## config.mk

```make
export PLATFORM = sky130hd
export DESIGN_NAME = fifo_seq_ctrl
export DESIGN_NICKNAME = d
export VERILOG_FILES = /design/src/rtl/fifo_seq_ctrl.sv
export SDC_FILE = /design/constraint.sdc
export NUM_CORES = 1
export LEC_CHECK = 0
export BUFFER_PORTS_ARGS = -buffer_cell sky130_fd_sc_hd__buf_4
export CORE_AREA = 5 5 402 404
export DETAILED_ROUTE_END_ITERATION = 6
export DIE_AREA = 0 0 407 409
export GPL_TIMING_DRIVEN = 0
export PLACE_DENSITY = 0.33
export SLEW_MARGIN = 15
export SYNTH_ARGS = -nofsm -noshare
export SYNTH_HDL_FRONTEND = slang
export SYNTH_SLANG_ARGS = --single-unit
```

## constraint.sdc

```tcl
create_clock -name clk -period 4.37 [get_ports clk]
set_input_delay 0 -clock clk [delete_from_list [all_inputs] [get_ports clk]]
set_output_delay 0 -clock clk [all_outputs]
set_load 0.01 [all_outputs]
```

## src/rtl/fifo_seq_ctrl.sv

```systemverilog
// ---------------------------------------------------------------------------
// fifo_seq_ctrl
//
// Sequences one fill/drain pass over a bank of DIM delay FIFOs, each DIM
// entries deep and BITS wide.
//
// FILL:  DIM data beats are shifted into every FIFO at the same time.
// DRAIN: a diagonal enable wavefront of 2*DIM-1 steps runs across the bank.
//        Lane i shifts during steps i .. i+DIM-1.
// DONE:  a one-cycle completion pulse.
//
// Ports
//   clk          rising-edge clock
//   rst_n        asynchronous, active-low reset
//   i_start      begin a pass (only looked at in IDLE)
//   i_abort      synchronous cancel of the current pass
//   i_in_valid   requester presents a fill beat on i_in_data
//   i_in_data    one beat; lane i is bits [i*BITS +: BITS]
//   o_in_ready   controller accepts a beat this cycle (FILL only)
//   o_fifo_en    registered per-FIFO shift enable
//   o_fifo_d     registered per-FIFO shift-in data
//   o_out_valid  lane i FIFO output carries drained data
//   o_busy       high whenever the controller is not IDLE
//   o_done       single-cycle pass-complete pulse
// ---------------------------------------------------------------------------
module fifo_seq_ctrl #(
   parameter int DIM  = 8,
   parameter int BITS = 64
) (
   input  logic                clk,
   input  logic                rst_n,
   input  logic                i_start,
   input  logic                i_abort,
   input  logic                i_in_valid,
   input  logic [DIM*BITS-1:0] i_in_data,
   output logic                o_in_ready,
   output logic [DIM-1:0]      o_fifo_en,
   output logic [DIM*BITS-1:0] o_fifo_d,
   output logic [DIM-1:0]      o_out_valid,
   output logic                o_busy,
   output logic                o_done
);

   localparam int FILL_W = $clog2(DIM + 1);
   localparam int STEP_W = $clog2(2 * DIM);

   localparam logic [FILL_W-1:0] FILL_LAST = FILL_W'(DIM - 1);
   localparam logic [STEP_W-1:0] STEP_LAST = STEP_W'(2 * DIM - 2);

   typedef enum logic [1:0] {
      IDLE,
      FILL,
      DRAIN,
      DONE
   } state_t;

   state_t              r_state;
   logic [FILL_W-1:0]   r_fillCnt;
   logic [STEP_W-1:0]   r_step;
   logic [DIM-1:0]      r_fifoEn;
   logic [DIM*BITS-1:0] r_fifoD;
   logic [DIM-1:0]      r_outValid;
   logic                r_drainEn;

   logic                w_beat;
   logic [DIM-1:0]      w_drainMask;

   // A beat is taken only in FILL. Abort wins over the beat, so a beat
   // offered in the same cycle as an abort is never counted.
   assign w_beat = (r_state == FILL) && i_in_valid && !i_abort;

   // The diagonal drain wavefront for the current step.
   // Lane i is enabled while the step lies in the window [i, i+DIM).
   always_comb begin
      w_drainMask = '0;
      for (int i = 0; i < DIM; i++) begin
         w_drainMask[i] = (int'(r_step) >= i) && (int'(r_step) < i + DIM);
      end
   end

   // Main sequencer. All outputs are registered here.
   //
   // The enable and data outputs fall back to zero every cycle unless a
   // state explicitly drives them.
   //
   // r_drainEn marks enables that came from the drain wavefront. Only those
   // enables show up on o_out_valid one cycle later; fill enables never do.
   always_ff @(posedge clk or negedge rst_n) begin
      if (!rst_n) begin
         r_state    <= IDLE;
         r_fillCnt  <= '0;
         r_step     <= '0;
         r_fifoEn   <= '0;
         r_fifoD    <= '0;
         r_outValid <= '0;
         r_drainEn  <= 1'b0;
      end else begin
         r_outValid <= r_drainEn ? r_fifoEn : '0;
         r_fifoEn   <= '0;
         r_fifoD    <= '0;
         r_drainEn  <= 1'b0;

         if (i_abort && (r_state != IDLE)) begin
            r_state    <= IDLE;
            r_fillCnt  <= '0;
            r_step     <= '0;
            r_outValid <= '0;
         end else begin
            unique case (r_state)
               IDLE: begin
                  if (i_start && !i_abort) begin
                     r_state <= FILL;
                  end
               end
               FILL: begin
                  if (w_beat) begin
                     r_fifoEn <= '1;
                     r_fifoD  <= i_in_data;
                     if (r_fillCnt == FILL_LAST) begin
                        r_fillCnt <= '0;
                        r_step    <= '0;
                        r_state   <= DRAIN;
                     end else begin
                        r_fillCnt <= r_fillCnt + 1'b1;
                     end
                  end
               end
               DRAIN: begin
                  r_fifoEn  <= w_drainMask;
                  r_drainEn <= 1'b1;
                  if (r_step == STEP_LAST) begin
                     r_step  <= '0;
                     r_state <= DONE;
                  end else begin
                     r_step <= r_step + 1'b1;
                  end
               end
               DONE: begin
                  r_state <= IDLE;
               end
               default: begin
                  r_state <= IDLE;
               end
            endcase
         end
      end
   end

   assign o_in_ready  = (r_state == FILL);
   assign o_busy      = (r_state != IDLE);
   assign o_done      = (r_state == DONE);
   assign o_fifo_en   = r_fifoEn;
   assign o_fifo_d    = r_fifoD;
   assign o_out_valid = r_outValid;

endmodule

```

======== Yosys cells after proc, flatten, opt, wreduce, memory -nomap -nowiden ========
Cells that the tools add are included.
W data, S select, Z words.
storage, ports and cells
  register bits ........................... 539
  bits of input ports ..................... 517
  word-level logic and storage cells ...... 78
  output and inout port bits .............. 531
operators by class
  reductions and logical operators ........ 20
  multiplexer cells ....................... 25
  add/subtract/negate cells ............... 2
  equal/unequal tests ..................... 9
  order comparisons ....................... 15
operator list
  operator               number
  $mux W512              3
  $lt A4 B4 Y1 const B   8
  $mux W4                8
  $mux W8                4
  $ge A4 B3 Y1 const B   4
  $pmux W8 S2            1
  $logic_and A1 B1 Y1    11
  $mux W2                5
  $add A4 B1 Y4 const B  2
  $ge A4 B2 Y1 const B   2
  $pmux W2 S4            1
  $pmux W4 S2            1
  $ne A3 B1 Y1 const B   2
  $ne A3 B3 Y1 const B   2
  $reduce_bool A2 Y1     3
  $eq A2 B2 Y1 const B   2
  $eq A4 B3 Y1 const B   1
  $eq A4 B4 Y1 const B   1
  $ge A4 B1 Y1 const B   1
  $reduce_and A4 Y1      1
  $reduce_and A3 Y1      1
  $reduce_bool A3 Y1     1
  $eq A2 B1 Y1 const B   1
  $logic_not A2 Y1       1
  other kinds (3)        4

======== Depth between registers and ports, before layout ========
  depth in word-level cells ............... 6
  mapped depth ............................ 8

======== Worst setup path after synthesis ========
Ideal clock, no wire load.
  kind .................................... flip-flop to flip-flop
  start point ............................. register r_state[1]
  end point ............................... register r_fifoD[375] (netlist: o_fifo_d[375])
  path buffers ............................ 4
  stages on the path, launching flop included .. 9
  data required time ...................... 4.251 ns
  setup time .............................. 0.119 ns
  setup slack ............................. 2.696 ns
  arrival time ............................ 1.555 ns
  path through ............................ dfrtp_1 -> inv_1 -> ha_1 -> and3b_1 -> buf_2 -> buf_6 -> buf_6 -> buf_6 -> and2_1
between the ends
  cells in the longest elaborated chain, start to end .. 6
  elaborated cells on any way between the ends .. 8
  those cells by class .................... eq/ne: 1; mux: 3; reduce/logical: 4
RTL lines
  item                               RTL line  source
  start, declared                    57        state_t r_state;
  start signal, assigned             90        r_state <= IDLE;
  start signal, assigned             104       r_state <= IDLE;
  start signal, assigned             112       r_state <= FILL;
  $eq A2 B1 Y1 (*)                   --
  via o_in_ready                     36        output logic o_in_ready,
  $logic_and A1 B1 Y1 (2 in series)  70        assign w_beat = (r_state == FILL) && i_in_valid && !i_abort;
  $mux W512                          116       if (w_beat) begin
  $mux W512 (*)                      109       unique case (r_state)
  $mux W512 (*)                      103       if (i_abort && (r_state != IDLE)) begin
  end signal, assigned               118       r_fifoD <= i_in_data;
  end, declared                      61        logic [DIM*BITS-1:0] r_fifoD;
Mark *: on every way through the listed nets, which the timed path passes. The rest lies on a longest branch.
A chain may end at the register's enable or synchronous reset.

======== Worst setup path in the final report ========
  start point ............................. register r_state[1]
  end point ............................... register r_fifoD[348] (netlist: o_fifo_d[348])
between the ends
  cells in the longest elaborated chain, start to end .. 6
  elaborated cells on any way between the ends .. 8
  those cells by class .................... eq/ne: 1; mux: 3; reduce/logical: 4
RTL lines
  item                               RTL line
  $eq A2 B1 Y1                       70, 109
  $logic_and A1 B1 Y1 (2 in series)  70
  $mux W512                          116
  $mux W512                          109
  $mux W512 (*)                      103
Every way passes the cells marked *; elsewhere a longest branch is shown, timed or not.

==> flow_summary.json <==
{
  "grt_pass1_wl_um": 152000,
  "syn_to_final_growth_pct": 104,
  "drc": 0,
  "fp-row-count": 146,
  "layout-drive-gt1-share": 0.411,
  "synth_cells": 1215,
  "p_total_mw": 14.7,
  "critPathMaxFanout": 10,
  "syn_nets": 1746,
  "place_inst": 4340,
  "first_iter_violations": 657,
  "num_vias": 15700,
  "io_buffer_count": 1047,
  "start_util": 0.113,
  "fillers": 17000,
  "tightestPinTransition_ns": 0.691,
  "postCtsSetupBuffers": 0,
  "antenna_found_initial": 58,
  "fp.coreArea_um2": 157000,
  "clk_pin_slew_ns": 0.05,
  "clock_latency_ns": 0.67,
  "wl_per_cell_um": 22.8,
  "grt_pass1_vias": 17500,
  "numCtsBuffers": 77,
  "worstSetupPathType": "reg -> reg",
  "layout.nets": 3402,
  "wl_met1_um": 45600,
  "hold_path.class": "in -> reg",
  "die_h_um": 409,
  "status": "completed",
  "clock_skew_ns": 0.0260,
  "maxCapViolations": 0,
  "top_layer": "met5",
  "seq_area_frac_synth": 0.760,
  "routed_wl_um": 115000,
  "fin_crit_ns": 2.71,
  "vias_per_cell": 3.11,
  "h-tree-depth": 3,
  "met3WireLength_um": 10100,
  "grt_use_total": 0.134,
  "min_period_over_period": 0.620,
  "clock-sinks": 539,
  "fmax_mhz": 369,
  "cts_root_buffer": "clkbuf_16",
  "wl_met2_um": 54200,
  "required_ns": 4.90,
  "drtPass1Iterations": 6,
  "critPathLaunchType": "flip-flop",
  "dp_hpwl_um": 94000,
  "grt_max_degree": 90,
  "gp_congestion": 0.800,
  "cp.arrival_ns": 3.24,
  "leakagePower_nw": 18.3,
  "die_width_um": 407,
  "relSlewSlack": 0.540,
  "overflow": 0,
  "syn_avg_cell_area_um2": 14.6,
  "num_io_pins": 1048,
  "ys_warn_count": 0,
  "worstSetupEndpointType": "flip-flop",
  "rsz0062_at_grt": "no",
  "ys_seq_elements": 539,
  "hold_viol_final": 0,
  "powerDensity_nw_per_um2": 407,
  "netlist_area_um2": 17700,
  "final_cells": 5031,
  "drv_slew": 0,
  "finalSetupViolCount": 0,
  "synth_cell_type_count": 33,
  "post_cts_resized": 0,
  "hold_ws_ns": 0.0891,
  "finalWorstSetupSlack_ns": 1.66,
  "cts_tree": "built",
  "dpl_worst_slack_ns": 1.61,
  "cts-hold-fix-buffers": 524,
  "final_util": 0.230,
  "die_area_um2": 166000,
  "drtAntennaViolNets": 0,
  "cts_buffer_depth": 3,
  "ir_worst_vdd_mv": 0.274
}
[logic make-up after synthesis]
family / share of synthesized area
AOI/OAI and AO/OA: 0.0135
DFF: 0.760
muxes: 0.00423
buffers and inverters: 0.0206
and+or+nand+nor: 0.192
adders and majority gates: 0.00987
[metrics by stage]
step / area, um^2 / TNS [ns]
after floorplan: 17700 / 0
after global placement: 28200 / -1954.37
after detailed placement: 28400 / 0
after CTS: 36100 / 0
after global routing: 36200 / 0
final: 36200 / 0
[final timing paths]
path	start	end	slack, ns	cells past startpoint
setup / recovery	r_state[1]$_DFFE_PN0P_	o_fifo_d[348]$_DFF_PN0_	1.66	7
hold / removal	i_in_data[250]	o_fifo_d[250]$_DFF_PN0_	0.09	3
setup reg to reg	r_state[1]$_DFFE_PN0P_	o_fifo_d[348]$_DFF_PN0_	1.66	7
hold reg to reg	o_fifo_en[1]$_DFF_PN0_	o_out_valid[1]$_DFF_PN0_	0.51	1
max in group asynchronous	rst_n	o_fifo_d[404]$_DFF_PN0_	2.39	6
min in group asynchronous	rst_n	o_fifo_d[176]$_DFF_PN0_	0.57	4
[critical path, stage by stage (launching register included)]
cell	delay [ns]
dfrtp_1	0.42
inv_1	0.11
ha_1	0.30
and3b_1	0.19
buf_2	0.21
buf_2	0.39
clkbuf_1	0.56
and2_1	0.37
[synthesized netlist by cell type, drive strengths merged]
library cell / number / share of area
buf: 19 / 0.0096
o311ai: 1 / 0.0015
o41ai: 1 / 0.00092
nor2b: 1 / 0.00035
a31o: 1 / 0.00049
a21o: 2 / 0.00085
o211a: 1 / 0.00056
o211ai: 2 / 0.00085
a211o: 2 / 0.00099
nand3b: 1 / 0.00042
nand3: 6 / 0.0017
inv: 12 / 0.0025
o21ai: 3 / 0.00085
and2: 512 / 0.18
mux2i: 6 / 0.0034
nor2: 7 / 0.0015
nand2: 11 / 0.0025
o22ai: 1 / 0.00035
a221oi: 1 / 0.00049
a21boi: 1 / 0.00042
dfrtp: 539 / 0.76
o31ai: 3 / 0.0013
ha: 14 / 0.0099
nand2b: 4 / 0.0014
clkbuf: 40 / 0.0085
mux2: 1 / 0.00085
a221o: 1 / 0.00056
and3b: 1 / 0.00049
nor3: 1 / 0.00028
and3: 8 / 0.0028
a21oi: 12 / 0.0034
[layer usage]
layer,GRT usage,vias up
li1,-,7117
met1,0.158,7643
met2,0.220,714
met3,0.0482,171
met4,0.0521,26
met5,0,-
[power breakdown]
| part | internal, mW | leakage [nW] | total [mW] | switching (mW) |
|---|---|---|---|---|
| Combinational | 1.44 | 9.65 | 2.93 | 1.49 |
| Sequential | 5.40 | 7.45 | 5.57 | 0.169 |
| Clock | 3.63 | 1.22 | 6.23 | 2.60 |
[flip-flops by register name (all words and copies together), names as in the netlist]
| name | count |
|---|---|
| o_fifo_d | 512 |
| o_fifo_en | 8 |
| o_out_valid | 8 |
| r_fillCnt | 4 |
| r_step | 4 |
| r_state | 2 |
| r_drainEn | 1 |
[final cells by class]
class	count	area (um^2)	share of cell area
clock buffer	102	2160	0.0597
timing repair buffer	1577	13300	0.367
clock inverter	36	327	0.00902
multi-input combinational	605	3890	0.108
antenna	29	72.6	0.00200
buffer	59	320	0.00885
inverter	12	45.0	0.00124
sequential	539	13500	0.373
tap	2072	2590	0.0716
[layout by cell type, fill, tap and decap left out, types with 7 or more instances in the layout]
cell type	count
buf_4	1046
dfrtp_1	539
dlygate4sd3_1	523
and2_1	512
clkbuf_16	77
clkbuf_1	51
diode_2	29
clkinv_2	16
ha_1	14
clkbuf_8	14
inv_1	12
buf_6	12
a21oi_1	12
nand2_1	10
and3_1	8
buf_2	7
nor2_1	7
clkinvlp_4	7
buf_16	7
No activity file was read; power rests on OpenSTA's default activity.
